$ cat config.mk
export PLATFORM = sky130hd
export DESIGN_NAME = decode_stage
export DESIGN_NICKNAME = d
export VERILOG_FILES = /design/src/rtl/decode_stage_pkg.sv /design/src/rtl/decode_stage_inst_decoder.sv /design/src/rtl/decode_stage.sv
export SDC_FILE = /design/constraint.sdc
export NUM_CORES = 1
export LEC_CHECK = 0
export ABC_AREA = 1
export CORE_ASPECT_RATIO = 0.9
export CORE_MARGIN = 4
export CORE_UTILIZATION = 61
export DETAILED_ROUTE_END_ITERATION = 8
export GPL_TIMING_DRIVEN = 0
export PLACE_DENSITY_LB_ADDON = 0.15
export SETUP_SLACK_MARGIN = 0.15
export SLEW_MARGIN = 20
export SYNTH_ARGS = -nofsm -noshare
export SYNTH_HDL_FRONTEND = slang
export SYNTH_SLANG_ARGS = --single-unit
$ cat constraint.sdc
create_clock -name clk -period 7.9 [get_ports clk]
set_clock_uncertainty 0.2 [all_clocks]
set_input_delay 1.58 -clock clk [delete_from_list [all_inputs] [get_ports clk]]
set_output_delay 1.58 -clock clk [all_outputs]
set_load 0.02 [all_outputs]
$ cat src/rtl/decode_stage_pkg.sv
// Shared decode definitions: RV32I opcodes, op classes, the raw instruction
// view and the micro-op handed to execute.
package decode_stage_pkg;

  localparam logic [6:0] OPC_LUI      = 7'b0110111;
  localparam logic [6:0] OPC_AUIPC    = 7'b0010111;
  localparam logic [6:0] OPC_JAL      = 7'b1101111;
  localparam logic [6:0] OPC_JALR     = 7'b1100111;
  localparam logic [6:0] OPC_BRANCH   = 7'b1100011;
  localparam logic [6:0] OPC_LOAD     = 7'b0000011;
  localparam logic [6:0] OPC_STORE    = 7'b0100011;
  localparam logic [6:0] OPC_OP_IMM   = 7'b0010011;
  localparam logic [6:0] OPC_OP       = 7'b0110011;
  localparam logic [6:0] OPC_MISC_MEM = 7'b0001111;
  localparam logic [6:0] OPC_SYSTEM   = 7'b1110011;

  typedef enum logic [3:0] {
    OP_LUI,
    OP_AUIPC,
    OP_JAL,
    OP_JALR,
    OP_BRANCH,
    OP_LOAD,
    OP_STORE,
    OP_OP_IMM,
    OP_OP,
    OP_MISC_MEM,
    OP_SYSTEM,
    OP_ILLEGAL
  } OpClass;

  typedef struct packed {
    logic [6:0] funct7;
    logic [4:0] rs2;
    logic [4:0] rs1;
    logic [2:0] funct3;
    logic [4:0] rd;
    logic [6:0] opcode;
  } RTypeFields;

  typedef union packed {
    logic [31:0] inst32;
    RTypeFields  r;
  } Instruction;

  typedef struct packed {
    logic [31:0] pc;
    OpClass      op;
    logic [4:0]  rd;
    logic [4:0]  rs1;
    logic [4:0]  rs2;
    logic [2:0]  funct3;
    logic        alt;
    logic [31:0] imm;
    logic        uses_rs1;
    logic        uses_rs2;
    logic        writes_rd;
    logic        illegal;
  } DecodedInst;

endpackage

$ cat src/rtl/decode_stage_inst_decoder.sv
// Purely combinational RV32I decoder: raw instruction + pc -> DecodedInst.
module inst_decoder
  import decode_stage_pkg::*;
(
  input  logic [31:0] inst,
  input  logic [31:0] pc,
  output DecodedInst  uop
);

  Instruction  ins;
  logic [2:0]  f3;
  logic [6:0]  f7;
  logic [31:0] imm_i, imm_s, imm_b, imm_u, imm_j;
  logic        keep_rs1, keep_rs2, keep_rd;

  assign ins   = inst;
  assign f3    = ins.r.funct3;
  assign f7    = ins.r.funct7;
  assign imm_i = {{20{inst[31]}}, inst[31:20]};
  assign imm_s = {{20{inst[31]}}, inst[31:25], inst[11:7]};
  assign imm_b = {{19{inst[31]}}, inst[31], inst[7], inst[30:25], inst[11:8], 1'b0};
  assign imm_u = {inst[31:12], 12'b0};
  assign imm_j = {{11{inst[31]}}, inst[31], inst[19:12], inst[20], inst[30:21], 1'b0};

  always_comb begin
    uop        = '0;
    keep_rs1   = 1'b1;
    keep_rs2   = 1'b0;
    keep_rd    = 1'b1;
    uop.pc     = pc;
    uop.funct3 = f3;
    uop.op     = OP_ILLEGAL;
    case (ins.r.opcode)
      OPC_LUI:      begin uop.op = OP_LUI;   uop.imm = imm_u; keep_rs1 = 1'b0; end
      OPC_AUIPC:    begin uop.op = OP_AUIPC; uop.imm = imm_u; keep_rs1 = 1'b0; end
      OPC_JAL:      begin uop.op = OP_JAL;   uop.imm = imm_j; keep_rs1 = 1'b0; end
      OPC_JALR: begin
        uop.op      = OP_JALR;
        uop.imm     = imm_i;
        uop.illegal = (f3 != 3'd0);
      end
      OPC_BRANCH: begin
        uop.op      = OP_BRANCH;
        uop.imm     = imm_b;
        keep_rs2    = 1'b1;
        keep_rd     = 1'b0;
        uop.illegal = (f3 == 3'd2) || (f3 == 3'd3);
      end
      OPC_LOAD: begin
        uop.op      = OP_LOAD;
        uop.imm     = imm_i;
        uop.illegal = (f3 == 3'd3) || (f3 == 3'd6) || (f3 == 3'd7);
      end
      OPC_STORE: begin
        uop.op      = OP_STORE;
        uop.imm     = imm_s;
        keep_rs2    = 1'b1;
        keep_rd     = 1'b0;
        uop.illegal = (f3 > 3'd2);
      end
      OPC_OP_IMM: begin
        uop.op      = OP_OP_IMM;
        uop.imm     = imm_i;
        uop.alt     = (f3 == 3'd5) ? inst[30] : 1'b0;
        uop.illegal = ((f3 == 3'd1) && (f7 != 7'h00)) ||
                      ((f3 == 3'd5) && (f7 != 7'h00) && (f7 != 7'h20));
      end
      OPC_OP: begin
        uop.op      = OP_OP;
        keep_rs2    = 1'b1;
        uop.alt     = inst[30];
        uop.illegal = !((f7 == 7'h00) ||
                        ((f7 == 7'h20) && ((f3 == 3'd0) || (f3 == 3'd5))));
      end
      OPC_MISC_MEM: begin uop.op = OP_MISC_MEM; keep_rd = 1'b0; end
      OPC_SYSTEM:   begin uop.op = OP_SYSTEM;   uop.imm = imm_i; end
      default: begin
        uop.illegal = 1'b1;
        keep_rs1    = 1'b0;
        keep_rd     = 1'b0;
      end
    endcase
    // Unused register fields are zeroed so hazard logic downstream never sees junk.
    uop.rs1       = keep_rs1 ? ins.r.rs1 : 5'd0;
    uop.rs2       = keep_rs2 ? ins.r.rs2 : 5'd0;
    uop.rd        = keep_rd  ? ins.r.rd  : 5'd0;
    uop.uses_rs1  = keep_rs1;
    uop.uses_rs2  = keep_rs2;
    uop.writes_rd = keep_rd && (ins.r.rd != 5'd0);
  end

endmodule

$ cat src/rtl/decode_stage.sv
// Decode stage: buffers fetched instructions in a circular queue (with an
// empty-queue bypass) and issues registered micro-ops over valid/ready.
module decode_stage
  import decode_stage_pkg::*;
#(
  parameter int QUEUE_DEPTH = 4
) (
  input  logic        clk,
  input  logic        rst_n,
  input  logic        flush,
  input  logic        in_valid,
  input  logic [31:0] in_inst,
  input  logic [31:0] in_pc,
  output logic        queue_full,
  output logic        overflow,
  output logic        out_valid,
  input  logic        out_ready,
  output DecodedInst  out_uop
);

  localparam int PTR_W = $clog2(QUEUE_DEPTH);
  localparam int CNT_W = PTR_W + 1;

  logic [31:0]      q_inst [QUEUE_DEPTH];
  logic [31:0]      q_pc   [QUEUE_DEPTH];
  logic [PTR_W-1:0] head, tail;
  logic [CNT_W-1:0] count;

  logic        slot_free, deq, bypass, want_enq, enq, drop;
  logic [31:0] src_inst, src_pc;
  DecodedInst  dec_uop;

  assign queue_full = (count == CNT_W'(QUEUE_DEPTH));
  assign slot_free  = !out_valid || out_ready;
  assign deq        = slot_free && (count != '0);
  assign bypass     = slot_free && (count == '0) && in_valid;
  assign want_enq   = in_valid && !bypass;
  // A full queue can still accept when its head leaves in the same cycle.
  assign enq        = want_enq && (!queue_full || deq);
  assign drop       = want_enq && queue_full && !deq;
  assign src_inst   = (count != '0) ? q_inst[head] : in_inst;
  assign src_pc     = (count != '0) ? q_pc[head]   : in_pc;

  inst_decoder u_decoder (
    .inst (src_inst),
    .pc   (src_pc),
    .uop  (dec_uop)
  );

  always_ff @(posedge clk) begin
    if (rst_n && !flush && enq) begin
      q_inst[tail] <= in_inst;
      q_pc[tail]   <= in_pc;
    end
  end

  always_ff @(posedge clk) begin
    if (!rst_n) begin
      head      <= '0;
      tail      <= '0;
      count     <= '0;
      out_valid <= 1'b0;
      out_uop   <= '0;
      overflow  <= 1'b0;
    end else if (flush) begin
      head      <= '0;
      tail      <= '0;
      count     <= '0;
      out_valid <= 1'b0;
    end else begin
      if (enq) tail <= tail + 1'b1;
      if (deq) head <= head + 1'b1;
      if (enq && !deq)      count <= count + 1'b1;
      else if (deq && !enq) count <= count - 1'b1;
      if (drop) overflow <= 1'b1;
      if (slot_free) begin
        out_valid <= deq || bypass;
        if (deq || bypass) out_uop <= dec_uop;
      end
    end
  end

endmodule

# [Word level (Yosys, flattened, before mapping)]
# Memories as Yosys holds them, arrays and structs flattened. A register that Yosys moved wholly into a read port is not among the register bits.
# Cells that the tools add are included.
[op_classes] addsub=4 magnitude_cmp=1 n_eq_ne=20 n_mux=21 bitwise=2 n_reduce_logical=49
[ops] op="case mux 32 bit (5 select lines)" n=1
[ops] op="two-way mux 32 bit" n=2
[ops] op="case mux 4 bit (11 select lines)" n=1
[ops] op="== test 7 x 6 -> 1 bit, second input constant" n=4
[ops] op="== test 7 bit, second input constant" n=4
[ops] op="logical AND 1 bit" n=16
[ops] op="OR reduction 8 bit" n=2
[ops] op="two-way mux 5 bit" n=3
[ops] op="== test 7 x 5 -> 1 bit, second input constant" n=2
[ops] op="== test 3 bit, second input constant" n=4
[ops] op="logical OR 1 bit" n=9
[ops] op="two-way mux 2 bit" n=4
[ops] op="== test 7 x 2 -> 1 bit, second input constant" n=1
[ops] op="== test 7 x 4 -> 1 bit, second input constant" n=1
[ops] op="logical NOT 1 bit" n=7
[ops] op="logical NOT 7 bit" n=1
[ops] op="inequality test 7 x 6 -> 1 bit, second input constant" n=1
[ops] op="case mux 1 bit (7 select lines)" n=1
[ops] op="nonzero test 7 bit" n=1
[ops] op="== test 3 x 2 -> 1 bit, second input constant" n=2
[ops] op="logical NOT 3 bit" n=2
[ops] op="two-way mux 1 bit" n=6
[ops] op="two-way mux 3 bit" n=2
[ops] op="nonzero test 3 bit" n=2
[ops] op="other kinds (15)" n=18
[totals] ff_bits=100 ram_bits=256 in_bits=69 word_cells=116 memories=2
[memory_table] memory="q_inst" depth=4 word_bits=32 read_ports=1 rd_clocked_by_memory_dff=1 write_ports=1 line="decode_stage.sv:24" source="logic [31:0] q_inst [QUEUE_DEPTH];"
[memory_table] memory="q_pc" depth=4 word_bits=32 read_ports=1 rd_clocked_by_memory_dff=1 write_ports=1 line="decode_stage.sv:25" source="logic [31:0] q_pc [QUEUE_DEPTH];"

# [Longest topological paths before layout]
[logic_depth] ltp_word=11 ltp_mapped=18 ltp_nobuf=16

# [Cells and area by module]
# A second synthesis with hierarchy kept.
[hier_totals] cells_unflattened=1705 area_unflattened_um2=15924.0
[by_module_without_submodules] mod="decode_stage" n_inst=1 cells_per_inst=1471 area_each_um2=14755.4 seq_area_each_um2=9729.3
[by_module_without_submodules] mod="inst_decoder" n_inst=1 cells_per_inst=234 area_each_um2=1168.6 seq_area_each_um2=0.0

# [Worst setup path before layout]
# Ideal clock, no wire load.
[synth_timing] path_type="input to register" startpoint="input out_ready" endpoint="memory q_inst[0][0] (enable)" setup_time_ns=0.486 t_arrival_ns=4.919 path_slack_ns=2.295 cell_stages=5 path_cell_list="nor2_1 -> o21ai_0 -> nor2_1 -> nand2_1 -> nor2_1"
[synth_between] elab_chain_cells=9
[synth_rtl] element="start, declared" line="decode_stage.sv:17" source="input logic out_ready,"
[synth_rtl] element="logical OR 1 bit (*)" line="decode_stage.sv:34" source="assign slot_free = !out_valid || out_ready;"
[synth_rtl] element="logical AND 1 bit (2 in series)" line="decode_stage.sv:36" source="assign bypass = slot_free && (count == '0) && in_valid;"
[synth_rtl] element="logical NOT 1 bit" line="decode_stage.sv:37" source="assign want_enq = in_valid && !bypass;"
[synth_rtl] element="logical AND 1 bit" line="decode_stage.sv:37"
[synth_rtl] element="logical AND 1 bit (*)" line="decode_stage.sv:39" source="assign enq = want_enq && (!queue_full || deq);"
[synth_rtl] element="named net enq" line="decode_stage.sv:29" source="logic slot_free, deq, bypass, want_enq, enq, drop;"
[synth_rtl] element="logical AND 1 bit (*)" line="decode_stage.sv:51" source="if (rst_n && !flush && enq) begin"
[synth_rtl] element="two-way mux 1 bit (*)" line="decode_stage.sv:51"
[synth_rtl] element="two-way mux 1 bit (not written as such) (*)" line="decode_stage.sv:52" source="q_inst[tail] <= in_inst;"
[synth_rtl] element="end, declared" line="decode_stage.sv:24"
# The timed path passes the listed nets; every way through them passes the cells marked *.

# [Final worst setup path]
[layout_timing] startpoint="input out_ready" endpoint="memory q_inst[1][15] (enable)"
# Same word-level chain as after synthesis.

==> results.sh <==
export IMPL_worstPathMaxFanout=22
export IMPL_ctsHoldBuffers=0
export IMPL_critical_path_required_ns=7.93
export IMPL_dpl_worst_slack_ns=3.12
export IMPL_floorplan_rows=53
export IMPL_cts_htree_levels=2
export IMPL_finalCritPeriodShare_pct=54.5
export IMPL_detail_route_wl_per_cell_microns=20.3
export IMPL_clock_tree_from_tritoncts="built"
export IMPL_path_delay_family="simple AND/OR/NAND/NOR gates"
export IMPL_start_util_pct=62.8
export IMPL_cts_setup_buffers=0
export IMPL_synth_edf_count=256
export IMPL_outcome="completed"
export IMPL_grt_first_pass_wirelength_microns=62200
export IMPL_critical_path_class="input pin to flip-flop"
export IMPL_cp_arrival_ns=4.33
export IMPL_die_width_microns=173
export IMPL_via_per_inst=5.97
export IMPL_floorplan_die_height_microns=156
export IMPL_wp_buf_inv=3
export IMPL_cts_reportedPaths_clkPinSlew_ns=0.06
export IMPL_timing_worst_slew_pin_value_ns=0.840
export IMPL_finalSetupViolations=0
export IMPL_rr_endpoint="q_inst[1][15]"
export IMPL_holdCritPathClass="flip-flop to flip-flop"
export IMPL_yosysSeqAreaShare_pct=65.4
export IMPL_launch_instance_of_the_worst_min_delay_path="out_uop[33]"
export IMPL_synthTopCellsByArea="edfxtp_1 (52%), dfxtp_1 (14%), nand2_1 (6.6%)"
export IMPL_final_layout_size_suffix_gt1_share_pct=9.02
export IMPL_setup_worst_path_start_class="input pin"
export IMPL_timing_fmax_mhz=232
export IMPL_pin_count_of_the_biggest_net_entering_global_routing=24
export IMPL_postCtsResizedCells=0
export IMPL_grt_remaining_overflow=0
export IMPL_drt_first_iter_violations=1633
export IMPL_leading_cell_types_in_the_layout_fill_and_taps_excluded="nand2_1 (260), edfxtp_1 (256), nor2_1 (181)"
export IMPL_netlist_top_cell_by_area="edfxtp_1"
export IMPL_synth_warnings=0
export IMPL_max_vdd_ir_drop_mv=0.197
export IMPL_num_nets_final=1744
export IMPL_io_buffer_count=162
export IMPL_cts_inserted_buffers=36
export IMPL_detailedRoute_firstPassIterationCount=5
export IMPL_numClockSinks=358
export IMPL_drtAntennaViolNets=0
export IMPL_maxSlewViolCount=0
export IMPL_finalHoldViolCount=0
export IMPL_worst_setup_path_endpoint="q_inst[1][15]"
export IMPL_timing_critical_path_from="out_ready"
export IMPL_critPathSlowestCell="nor2_4"
export IMPL_reg2reg_setup_slack_ns=4.07
export IMPL_max_cap_violations=0
export IMPL_core_region_area_sq_mm=0.0237
export IMPL_root_buffer="clkbuf_16"
export IMPL_postSynthNetCount=1534
export IMPL_worstRegToRegCells=12
export IMPL_io_pins=163
export IMPL_setup_total_negative_slack_ns=0
export IMPL_dominantRegCellSynth="edfxtp_1"
export IMPL_drc_errors=0
export IMPL_total_die_area_sq_mm=0.0269
export IMPL_grt_util_all_layers_pct=29.3
export IMPL_worstSetupPathDepth=8
export IMPL_normalized_max_slew_margin_pct=43.8
export IMPL_dr_total_vias=11943
export IMPL_rsz0062_at_grt="no"
export IMPL_final_setup_worst_slack_ns=3.59
export IMPL_max_stage_delay_ns=0.74
export IMPL_synth_seq_cells=358
export IMPL_layout_min_cycle_time_ns=4.31
export IMPL_leakagePower_nw=6.66
export IMPL_mostFrequentLayoutCell="nand2_1"
export IMPL_gp_congestion=0.932
export IMPL_synth_async_reset_ratio_pct=0
export IMPL_antenna_found_initial=1
export IMPL_critPathCaptureType="flip-flop"
export IMPL_startpoint_of_the_lowest_slack_register_to_register_path="count[0]"
export IMPL_clock_tree_buffer_depth=3
export IMPL_ys_types=38
export IMPL_power_density_mw_per_mm2=314
export IMPL_postSynthCellCount=1459
export IMPL_syn_mean_instance_area_sq_um=10.2
export IMPL_hpwl_dp_microns=26600
export IMPL_grt_pass1_vias=11374
export IMPL_syn_to_final_growth_pct=23.5
export IMPL_synthDominantCellAreaShare_pct=51.7
export IMPL_worstPathCellList="clkdlybuf4s50_1 > nor2_1 > o21ai_0 > nor2_1 > nand2_1 > nor2_4 > buf_12 > buf_12"
export IMPL_insertion_delay_ns=0.53
export IMPL_routed_wirelength_microns=40700
export IMPL_synth_area_sq_mm=0.0149
-- sequential cells by signal, summed over array words and instances (netlist names), named ones only --
name	flops
q_inst	128
q_pc	128
out_uop	91
count	3
head	2
tail	2
out_valid	1
overflow	1
-- cell usage after synthesis, types with 3 or more instances --
library cell  count
or2_1             5
dfxtp_1         102
buf_2            24
nor2_2            8
o21ai_1          13
buf_4             3
clkbuf_1         44
ha_1              5
a31oi_1          12
o21ai_0         168
inv_1            70
nand2_2           9
o22ai_1          35
a21oi_1         143
edfxtp_1        256
or2_2             5
buf_6            11
buf_1             6
o21ai_2           6
nand3_1          49
inv_2             7
nand2_1         260
a32o_1            3
nand4_1          13
nor2_1          185
-- worst register-to-register path, cell delays in order, from the launching register on --
cell     delay [ns]
dfxtp_1        0.41
nor2_2         0.08
nand2_2        0.09
buf_6          0.15
buf_6          0.15
buf_6          0.15
buf_2          0.29
o21ai_0        0.15
nor2_1         0.29
nand2_1        0.32
nor2_4         0.74
buf_12         0.28
buf_12         0.21
-- cell type report --
cell class | count | area (sq um)
diodes | 1 | 2.50
plain buffers | 88 | 454
clock buffers | 49 | 1040
clock inverters | 17 | 203
fillers | 1535 | 5300
inverters | 79 | 299
multi-input cells | 934 | 4420
flip-flops and latches | 358 | 9730
well taps | 302 | 378
repair buffers | 172 | 1840
-- how the worst min path moves through the flow --
stage	endpoint	slack [ns]	cells after the start
CTS	out_uop[6]	0.27	2
global route	out_uop[6]	0.28	2
global placement	overflow	0.24	2
floorplan	flip-flop	0.24	2
detailed placement	overflow	0.25	2
finish	out_uop[33]	0.27	2
-- power breakdown --
group / internal, W / switching (W)
Sequential: 0.00212 / 0.0000540
Combinational: 0.000555 / 0.00127
Clock: 0.00106 / 0.000718
Total: 0.00373 / 0.00204
-- layer usage --
metal | vias up | routed length, microns | part of all wire [%] | GRT usage, %
met5 | - | 0 | 0 | 0
met4 | 0 | 989 | 2.4 | 9.31
met3 | 83 | 4110 | 10 | 5.35
met2 | 683 | 19100 | 47 | 46.8
met1 | 5691 | 16400 | 40 | 41.5
li1 | 5486 | - | - | -
-- stage by stage --
step | total power, W | utilization [%] | instances | hold slack [ns] | cell area [sq um]
3_5_place_dp | 0.00398 | 72.3 | 1933 | 0.253 | 17100
6_report | 0.00578 | 77.6 | 2000 | 0.265 | 18400
3_3_place_gp | 0.00394 | 71.3 | 1923 | 0.239 | 16900
4_1_cts | 0.00576 | 77.6 | 1999 | 0.265 | 18400
5_1_grt | 0.00602 | 77.6 | 2000 | 0.283 | 18400
2_1_floorplan | 0.00332 | - | 1459 | 0.236 | 14900
-- cells by family after synthesis --
group | count (synthesis) | share of synthesized area, %
DFF | 358 | 65.4
adders and majority gates | 6 | 0.555
buffers and inverters | 167 | 5.06
and+or+nand+nor | 543 | 15.2
AOI/OAI and AO/OA | 385 | 13.8
Note: power is estimated with default switching activity, not from simulation.
